--- config.mk ---
export PLATFORM = sky130hd
export DESIGN_NAME = imem_loader_flat
export DESIGN_NICKNAME = d
export VERILOG_FILES = /design/src/rtl/imem_loader_if.sv /design/src/rtl/imem_loader.sv /design/src/flat_wrapper.sv
export SDC_FILE = /design/constraint.sdc
export NUM_CORES = 1
export LEC_CHECK = 0
export BUFFER_PORTS_ARGS = -buffer_cell sky130_fd_sc_hd__buf_4
export CAP_MARGIN = 40
export CORE_UTILIZATION = 54
export DETAILED_ROUTE_END_ITERATION = 7
export GPL_ROUTABILITY_DRIVEN = 0
export PLACE_DENSITY = 0.78
export SLEW_MARGIN = 20
export SYNTH_ARGS = -nofsm -noshare
export SYNTH_HDL_FRONTEND = slang
export SYNTH_SLANG_ARGS = --single-unit
--- constraint.sdc ---
create_clock -name clk -period 3.03 [get_ports clk]
set_input_delay 0.606 -clock clk [delete_from_list [all_inputs] [get_ports clk]]
set_output_delay 0.606 -clock clk [all_outputs]
set_load 0.02 [all_outputs]
--- src/rtl/imem_loader_if.sv ---
// Byte-stream and IMEM write-port bundle for the instruction-memory loader.
// The host side (master) drives the byte stream and reload; the loader (slave) drives the rest.
interface imem_loader_if #(
  parameter int AWIDTH = 32,
  parameter int IWIDTH = 32
);
  logic              byte_valid;
  logic [7:0]        byte_data;
  logic              byte_ready;
  logic              reload;
  logic              ILoad;
  logic [AWIDTH-1:0] IAddr;
  logic [IWIDTH-1:0] instW;
  logic              core_rst;
  logic              done;
  logic              err;

  modport master (
    output byte_valid, byte_data, reload,
    input  byte_ready, ILoad, IAddr, instW, core_rst, done, err
  );

  modport slave (
    input  byte_valid, byte_data, reload,
    output byte_ready, ILoad, IAddr, instW, core_rst, done, err
  );
endinterface

--- src/rtl/imem_loader.sv ---
// Program-load writer: turns a header-prefixed little-endian byte stream into IMEM word
// writes and holds the processor in reset until the whole image has been written.
module imem_loader #(
  parameter int                IWIDTH    = 32,
  parameter int                AWIDTH    = 32,
  parameter int                MAX_WORDS = 1024,
  parameter logic [AWIDTH-1:0] BASE_ADDR = '0
) (
  input  logic          clk,
  input  logic          rst,
  imem_loader_if.slave  bus
);

  localparam int WIDX = $clog2(MAX_WORDS) + 1;

  localparam logic [2:0] S_IDLE  = 3'd0;
  localparam logic [2:0] S_HDR   = 3'd1;
  localparam logic [2:0] S_DATA  = 3'd2;
  localparam logic [2:0] S_WRITE = 3'd3;
  localparam logic [2:0] S_DONE  = 3'd4;
  localparam logic [2:0] S_ERR   = 3'd5;

  logic [2:0]        state_q,    state_d;
  logic [1:0]        byte_cnt_q, byte_cnt_d;
  logic [IWIDTH-1:0] asm_q,      asm_d;
  logic [WIDX-1:0]   word_idx_q, word_idx_d;
  logic [WIDX-1:0]   nwords_q,   nwords_d;
  logic              iload_q,    iload_d;
  logic [AWIDTH-1:0] iaddr_q,    iaddr_d;
  logic [IWIDTH-1:0] instw_q,    instw_d;

  logic              byte_ready;
  logic              byte_fire;
  logic              last_byte;
  logic              hdr_bad;
  logic              last_word;
  logic [IWIDTH-1:0] asm_next;
  logic [AWIDTH-1:0] word_addr;

  assign byte_ready = (state_q == S_HDR) || (state_q == S_DATA);
  assign byte_fire  = bus.byte_valid && byte_ready;
  assign last_byte  = byte_fire && (byte_cnt_q == 2'd3);

  // Bytes enter at the top and shift down, so the first byte ends up in bits [7:0].
  assign asm_next  = {bus.byte_data, asm_q[IWIDTH-1:8]};
  assign hdr_bad   = (asm_next == '0) || (asm_next > IWIDTH'(MAX_WORDS));
  assign last_word = (word_idx_q == nwords_q - WIDX'(1));
  assign word_addr = BASE_ADDR + (AWIDTH'(word_idx_q) << 2);

  always_comb begin
    // NOTE: every variable gets a default first so no path through the case infers a latch.
    state_d    = state_q;
    byte_cnt_d = byte_cnt_q;
    asm_d      = asm_q;
    word_idx_d = word_idx_q;
    nwords_d   = nwords_q;
    iload_d    = 1'b0;
    iaddr_d    = iaddr_q;
    instw_d    = instw_q;

    case (state_q)
      S_IDLE: state_d = S_HDR;

      S_HDR: begin
        if (byte_fire) begin
          byte_cnt_d = byte_cnt_q + 2'd1;
          asm_d      = asm_next;
        end
        if (last_byte) begin
          asm_d = '0;
          if (hdr_bad) begin
            state_d = S_ERR;
          end else begin
            nwords_d   = asm_next[WIDX-1:0];
            word_idx_d = '0;
            state_d    = S_DATA;
          end
        end
      end

      S_DATA: begin
        if (byte_fire) begin
          byte_cnt_d = byte_cnt_q + 2'd1;
          asm_d      = asm_next;
        end
        if (last_byte) begin
          iload_d = 1'b1;
          iaddr_d = word_addr;
          instw_d = asm_next;
          asm_d   = '0;
          state_d = S_WRITE;
        end
      end

      S_WRITE: begin
        word_idx_d = word_idx_q + WIDX'(1);
        state_d    = last_word ? S_DONE : S_DATA;
      end

      S_DONE, S_ERR: begin
        // A new image always starts from a clean header; stale partial state is dropped.
        if (bus.reload) begin
          state_d    = S_HDR;
          byte_cnt_d = '0;
          asm_d      = '0;
          word_idx_d = '0;
          nwords_d   = '0;
        end
      end

      default: state_d = S_IDLE;
    endcase
  end

  // NOTE: sequential state uses non-blocking assignments so every flop samples pre-edge values.
  always_ff @(posedge clk or negedge rst) begin
    if (!rst) begin
      state_q    <= S_IDLE;
      byte_cnt_q <= '0;
      asm_q      <= '0;
      word_idx_q <= '0;
      nwords_q   <= '0;
      iload_q    <= 1'b0;
      iaddr_q    <= '0;
      instw_q    <= '0;
    end else begin
      state_q    <= state_d;
      byte_cnt_q <= byte_cnt_d;
      asm_q      <= asm_d;
      word_idx_q <= word_idx_d;
      nwords_q   <= nwords_d;
      iload_q    <= iload_d;
      iaddr_q    <= iaddr_d;
      instw_q    <= instw_d;
    end
  end

  assign bus.byte_ready = byte_ready;
  assign bus.ILoad      = iload_q;
  assign bus.IAddr      = iaddr_q;
  assign bus.instW      = instw_q;
  assign bus.core_rst   = (state_q != S_DONE);
  assign bus.done       = (state_q == S_DONE);
  assign bus.err        = (state_q == S_ERR);

endmodule

--- src/flat_wrapper.sv ---
// flat-port wrapper written by rule: the top's interface ports become plain ports
module imem_loader_flat 
#(
  parameter int                IWIDTH    = 32,
  parameter int                AWIDTH    = 32,
  parameter int                MAX_WORDS = 1024,
  parameter logic [AWIDTH-1:0] BASE_ADDR = '0
)
  (clk, rst, bus_byte_valid, bus_byte_data, bus_reload, bus_byte_ready, bus_ILoad, bus_IAddr, bus_instW, bus_core_rst, bus_done, bus_err);
  imem_loader_if #(.AWIDTH(AWIDTH), .IWIDTH(IWIDTH)) bus_i ();
  input  logic clk;
  input  logic rst;
  input wire logic [$bits(bus_i.byte_valid)-1:0] bus_byte_valid;
  input wire logic [$bits(bus_i.byte_data)-1:0] bus_byte_data;
  input wire logic [$bits(bus_i.reload)-1:0] bus_reload;
  output wire logic [$bits(bus_i.byte_ready)-1:0] bus_byte_ready;
  output wire logic [$bits(bus_i.ILoad)-1:0] bus_ILoad;
  output wire logic [$bits(bus_i.IAddr)-1:0] bus_IAddr;
  output wire logic [$bits(bus_i.instW)-1:0] bus_instW;
  output wire logic [$bits(bus_i.core_rst)-1:0] bus_core_rst;
  output wire logic [$bits(bus_i.done)-1:0] bus_done;
  output wire logic [$bits(bus_i.err)-1:0] bus_err;
  assign bus_i.byte_valid = bus_byte_valid;
  assign bus_i.byte_data = bus_byte_data;
  assign bus_i.reload = bus_reload;
  assign bus_byte_ready = bus_i.byte_ready;
  assign bus_ILoad = bus_i.ILoad;
  assign bus_IAddr = bus_i.IAddr;
  assign bus_instW = bus_i.instW;
  assign bus_core_rst = bus_i.core_rst;
  assign bus_done = bus_i.done;
  assign bus_err = bus_i.err;
  imem_loader #(.IWIDTH(IWIDTH), .AWIDTH(AWIDTH), .MAX_WORDS(MAX_WORDS), .BASE_ADDR(BASE_ADDR)) u_core (.clk(clk), .rst(rst), .bus(bus_i));
endmodule
==> impl_metrics.csv, run 1 <==
group,metric,value,unit
power_and_ir_drop,power.leakage,0.002696,uW
floorplan,ioPinCount,81,
global_routing,grt_util_all_layers,21.83,%
power_and_ir_drop,p_switching,1184,uW
floorplan,initial_core_util,56.84,%
finish,final_common_cell,"dfrtp_1",
placement,io_buffers,59,
finish,drive_gt1_share,22.04,%
sta,finalSetupTns,0,ps
global_routing,grt_pass1_vias,2878,
yosys,yosysSeqAreaShare,53.03,%
placement,placed_cells,516,
power_and_ir_drop,clkPwrFrac,23.4,%
finish,fin_cells,533,
floorplan,die_area,0.008670,mm^2
setup_path,crit_fanout,12,
cts,clock_latency,360,ps
global_routing,grt_remaining_overflow,0,
sta,hold_ws,246.6,ps
power_and_ir_drop,p_comb_share,26.7,%
yosys,synthArstFlopShare,100.0,%
cts,holdBufCountCts,0,
finish,fin_nets,441,
yosys,syn_area,0.004483,mm^2
setup_path,start_kind,"flop",
power_and_ir_drop,p_seq_share,49.9,%
flow_run,drv_cap,0,
yosys,ys_seq_elements,95,
yosys,syn_avg_cell_area,12.25,um^2
power_and_ir_drop,power,3340,uW
power_and_ir_drop,irDropWorstVdd,0.5513,mV
global_routing,antenna_found_initial,0,
yosys,synthTopCellsByArea,"dfrtp_1, mux2_1, a22o_1, xnor2_1, buf_4",
sta,postLayoutSetupSlackWorst,619.7,ps
sta,relSlewSlack,61.28,%
sta,slew_viol_final,0,
detailed_routing,dr.pass1.iters,4,
power_and_ir_drop,p_per_area,651.0,mW/mm^2
cts,numClockSinks,95,
setup_path,end_kind,"flop",
yosys,ys_types,53,
sta,tightest_slew,580.8,ps
floorplan,num_rows,32,
cts,cts_max_level,3,
sta,fin_crit,2410,ps
yosys,synth_top_flop_cell,"dfrtp_1",
sta,setup_viol,0,
floorplan,core_area,0.007888,mm^2
cts,post_cts_buffers,0,
setup_path,critPathKind,"flop to flop",
power_and_ir_drop,intPower,2156,uW
yosys,synth_edf_count,0,
yosys,synth_top_area_cell,"dfrtp_1",
setup_path,cp_data_required_time,3280,ps
detailed_routing,drt-wirelength-per-cell,16.39,um
sta,fin_crit_sh,79.55,%
global_routing,grt_start_max_net_pins,45,
floorplan,die_h,93.12,um
cts,clkTransAtPathRegs,100,ps
sta,finalClockSkew,13.99,ps
cts,cts_tree,"yes",
cts,cts_made_buffers,9,
power_and_ir_drop,swShare,35.44,%
min_path,min_path_type,"input port to async pin",
detailed_routing,vias,3049,
placement,dp_hpwl,6198,um
placement,pre_cts_slack,657.9,ps
cts,clockRootBuffer,"clkbuf_8",
sta,max_freq,0.4149,GHz
sta,hold_viol,0,
finish,layout_common_cells,"dfrtp_1, buf_4, mux2_1, a22o_1, conb_1",
finish,diodes,0,
yosys,syn_inst,366,
yosys,synth_top_area_share,53.03,%
detailed_routing,postRouteWirelength,8738,um
yosys,yosys_warnings,0,
floorplan,die_x,93.12,um
sta,grt_setup_unrepaired,"false",
cts,clockBufferDepth,2,
detailed_routing,remaining_drc_errors,0,
setup_path,critPathArrivalTime,2660,ps
detailed_routing,vias_per_cell,5.720,
finish,area_growth,14.43,%
global_routing,grt_pass1_wl,14550,um
cts,postCtsResizedCells,0,
detailed_routing,antenna_left,0,
detailed_routing,drt_iter0_markers,152,
outcome,status,"complete, no violations",
==> sequential cells by signal, summed over array words and instances (netlist names) <==
register / cells
u_core.byte_cnt_q: 2
u_core.nwords_q: 11
u_core.bus.IAddr: 11
u_core.state_q: 3
u_core.asm_q: 24
u_core.bus.instW: 32
u_core.bus.ILoad: 1
u_core.word_idx_q: 11
==> layer usage <==
metal	track usage [%]	routed length (um)
met2	32.72	4024
met5	0	0
met3	3.089	464
met1	32.35	4134
met4	8.205	114
==> per-stage QoR <==
stage	area [um^2]	util, %
CTS	5115	64.85
floorplan	4558	-
global route	5130	65.04
finish	5130	65.04
detailed placement	4932	62.53
global placement	4932	62.53
==> worst max-delay path, stage by stage, from the launching register on <==
cell and delay [ps]:
dfrtp_1 460, or4_1 530, o31a_1 330, nor4_4 470
a21boi_2 110, buf_4 200, a21bo_1 210
==> layout make-up <==
class                   count  area (um^2)
clock buffers               9        123.9
clock inverters             7        58.81
fillers                   608         2758
inverters                   7        26.28
multi-input cells         244         1878
flip-flops and latches     95         2377
well taps                 102        127.6
repair buffers             69        538.0
==> power by group through the flow <==
stage,clock network [uW],registers (uW),logic (uW)
2_1_floorplan,0,1600,693
3_3_place_gp,0,1670,831
3_5_place_dp,0,1690,868
4_1_cts,802,1660,877
5_1_grt,846,1700,975
6_report,782,1670,891
==> cell families after synthesis <==
group | after synthesis | share of synthesized area [%]
AOI/OAI and AO/OA | 56 | 10.66
xor gates and xnor gates | 23 | 4.493
adders and majority gates | 3 | 0.8374
buffers and inverters | 47 | 6.865
DFF | 95 | 53.03
muxes | 44 | 11.00
other | 1 | 0.08365
and+or+nand+nor | 97 | 13.03
==> Yosys cell counts (2+ instances only) <==
cell type and instances:
dfrtp_1 95, mux2_1 42, a22o_1 24, buf_4 22, xnor2_1 19, nand4_1 16
nand2_1 15, and2_1 12, nor2_1 10, a21bo_1 9, clkbuf_1 9, buf_6 6
inv_1 6, nor4_1 6, nor2b_1 5, or4_1 5, nor3_1 4, xor2_1 4
a21o_1 3, a21oi_1 3, and3_1 3, and3b_1 3, buf_2 3, ha_1 3
nand3_1 3, nor3b_1 3, o21ai_1 3, mux2i_1 2, nand2b_1 2, o31a_1 2
or3_1 2
==> path summary, 6_finish.rpt <==
kind | startpoint | end | slack (ps) | depth (start not counted)
hold reg to reg | u_core.byte_cnt_q[0] | u_core.byte_cnt_q[0] | 490 | 1
min in group clk | bus_byte_data[6] | u_core.asm_q[30] | 470 | 2
hold / removal | rst | u_core.bus.instW[3] | 250 | 1
setup / recovery | u_core.asm_q[17] | u_core.nwords_q[5] | 620 | 6
setup reg to reg | u_core.asm_q[17] | u_core.nwords_q[5] | 620 | 6
max in group asynchronous | rst | u_core.bus.IAddr[4] | 2130 | 2
Note: power is estimated with default switching activity, not from simulation.
==> run 2, diff against run 1 <==
Settings changed: CORE_UTILIZATION 54 to 50, PLACE_DENSITY 0.78 to 0.76.
Clock period 3.03 ns to 2.05 ns, I/O delays scaled along.
==> impl_metrics.csv, run 2 (synthesized netlist as in run 1, its figures left out) <==
group,metric,value,unit
finish,fin_area,0.005948,mm^2
sta,fin_crit,2198,ps
floorplan,ioPinCount,81,
finish,fill_cells,595,
floorplan,core_area,0.008721,mm^2
cts,clockRootBuffer,"clkbuf_8",
setup_path,cp_top_family,"simple AND/OR/NAND/NOR gates",
finish,final_common_cell,"buf_4",
cts,clock_latency,380,ps
cts,numClockSinks,95,
power_and_ir_drop,p_seq_share,41.8,%
finish,layout_common_cells,"buf_4, dfrtp_1, mux2_4, a22o_1, conb_1",
floorplan,die_h,96.69,um
global_routing,grt_pass1_vias,3327,
setup_path,critPathKind,"flop to flop",
cts,cts_max_level,3,
sta,fin_crit_sh,107.2,%
power_and_ir_drop,p_switching,1995,uW
setup_path,critPathArrivalTime,2480,ps
cts,clkTransAtPathRegs,120,ps
power_and_ir_drop,power,5647,uW
min_path,hp-start,"bus_byte_data[5]",
sta,max_freq,0.4550,GHz
setup_path,end_kind,"flop",
floorplan,die_area,0.009349,mm^2
global_routing,grt_start_max_net_pins,53,
floorplan,num_rows,34,
global_routing,top_usage_layer,"met2",
global_routing,grt_remaining_overflow,0,
finish,largest_reg_flops,32,
setup_path,r2r-start,"u_core.asm_q[15]",
finish,ff_latch_area,0.002377,mm^2
setup_path,cp_data_required_time,2330,ps
floorplan,initial_core_util,51.41,%
detailed_routing,vias_per_cell,5.522,
sta,hold_viol,0,
outcome,violations,"negative setup slack",
sta,hold_ws,265.6,ps
global_routing,antenna_found_initial,0,
power_and_ir_drop,power.leakage,0.003181,uW
sta,slew_viol_final,0,
sta,setup_viol,59,
cts,cts_made_buffers,9,
placement,dp_hpwl,6715,um
floorplan,die_x,96.69,um
setup_path,slowest_delay,540,ps
power_and_ir_drop,clkPwrFrac,22.3,%
power_and_ir_drop,intPower,3652,uW
power_and_ir_drop,swShare,35.33,%
setup_path,critPathBufInv,3,
finish,fin_nets,494,
setup_path,cp_common_cell,"buf_4",
setup_path,start_kind,"flop",
power_and_ir_drop,p_per_area,949.4,mW/mm^2
finish,drive_gt1_share,43.18,%
detailed_routing,vias,3269,
cts,cts_tree,"yes",
detailed_routing,drt_iter0_markers,162,
placement,io_buffers,59,
detailed_routing,drt-wirelength-per-cell,17.69,um
sta,postLayoutSetupSlackWorst,-147.9,ps
global_routing,use_met1,33.16,%
flow_run,drv_cap,0,
cts,clockBufferDepth,2,
setup_path,worst_path_max_delay_cell,"or4_4",
detailed_routing,dr.pass1.iters,4,
setup_path,path_cells,"or4_4 -> nor4_2 -> buf_4 -> nor4_4 -> buf_4 -> a21boi_4 -> buf_6 -> mux2i_1",
global_routing,gr-usage-met2,35.70,%
finish,area_growth,32.68,%
detailed_routing,remaining_drc_errors,0,
power_and_ir_drop,p_comb_share,35.8,%
min_path,min_path_type,"input port to flop",
global_routing,met3_usage,3.035,%
setup_path,cp-startpoint,"u_core.asm_q[15]",
power_and_ir_drop,irDropWorstVdd,0.6249,mV
global_routing,grt_pass1_wl,17050,um
detailed_routing,antenna_left,0,
detailed_routing,postRouteWirelength,10470,um
global_routing,grt_util_all_layers,23.01,%
sta,finalClockSkew,21.12,ps
placement,placed_cell_area,0.005381,mm^2
finish,multi_input_area,0.002132,mm^2
sta,finalSetupTns,-3779,ps
setup_path,crit_fanout,6,
finish,diodes,0,
sta,grt_setup_unrepaired,"true",
outcome,status,"finished, violations left",
-- run 2: final cells by class --
cell class / count / share of cell area, %
Multi-Input combinational cell: 244 / 35.84
Timing Repair Buffer: 122 / 18.03
Tap cell: 108 / 2.272
Sequential cell: 95 / 39.97
Clock inverter: 7 / 1.367
Clock buffer: 9 / 2.082
Inverter: 7 / 0.4417
-- run 2: power by group through the flow --
stage	logic [uW]	registers, uW	clock network, uW
floorplan	1040	2380	0
global placement	1820	2360	0
detailed placement	1870	2380	0
CTS	2000	2350	1280
global route	2190	2390	1370
finish	2020	2360	1260
-- run 2: metrics by stage --
| step | utilization, % | setup WS, ps | instances |
|---|---|---|---|
| after floorplan | - | -64.77 | 386 |
| after global placement | 61.71 | -84.03 | 563 |
| after detailed placement | 61.71 | -160.8 | 563 |
| after CTS | 67.30 | -137.6 | 590 |
| after global routing | 68.21 | -230.7 | 592 |
| final | 68.21 | -147.9 | 592 |
-- run 2: metal layers --
| metal | vias to the layer above | part of all wire, % |
|---|---|---|
| met5 | - | 0 |
| met4 | 0 | 2.1 |
| met3 | 18 | 3.5 |
| met2 | 94 | 48 |
| met1 | 1653 | 47 |
| li1 | 1504 | - |
-- run 2: worst paths after layout --
path,endpoint,slack (ps),cells after the start
setup / recovery,u_core.nwords_q[1],-150,8
hold / removal,u_core.asm_q[29],270,2
setup reg to reg,u_core.nwords_q[1],-150,8
hold reg to reg,u_core.byte_cnt_q[0],490,1
max in group asynchronous,u_core.word_idx_q[0],980,3
min in group asynchronous,u_core.bus.instW[4],440,2
-- run 2: timing repair --
item / in CTS / in global routing
gates cloned: 4 / 1
pin swaps: 9 / 4
hold buffers: 1 / 0
hold endpoints to repair: 16 / 0
setup buffers: 7 / 2
gates resized for setup: 33 / 13
setup endpoints to repair: 67 / 71
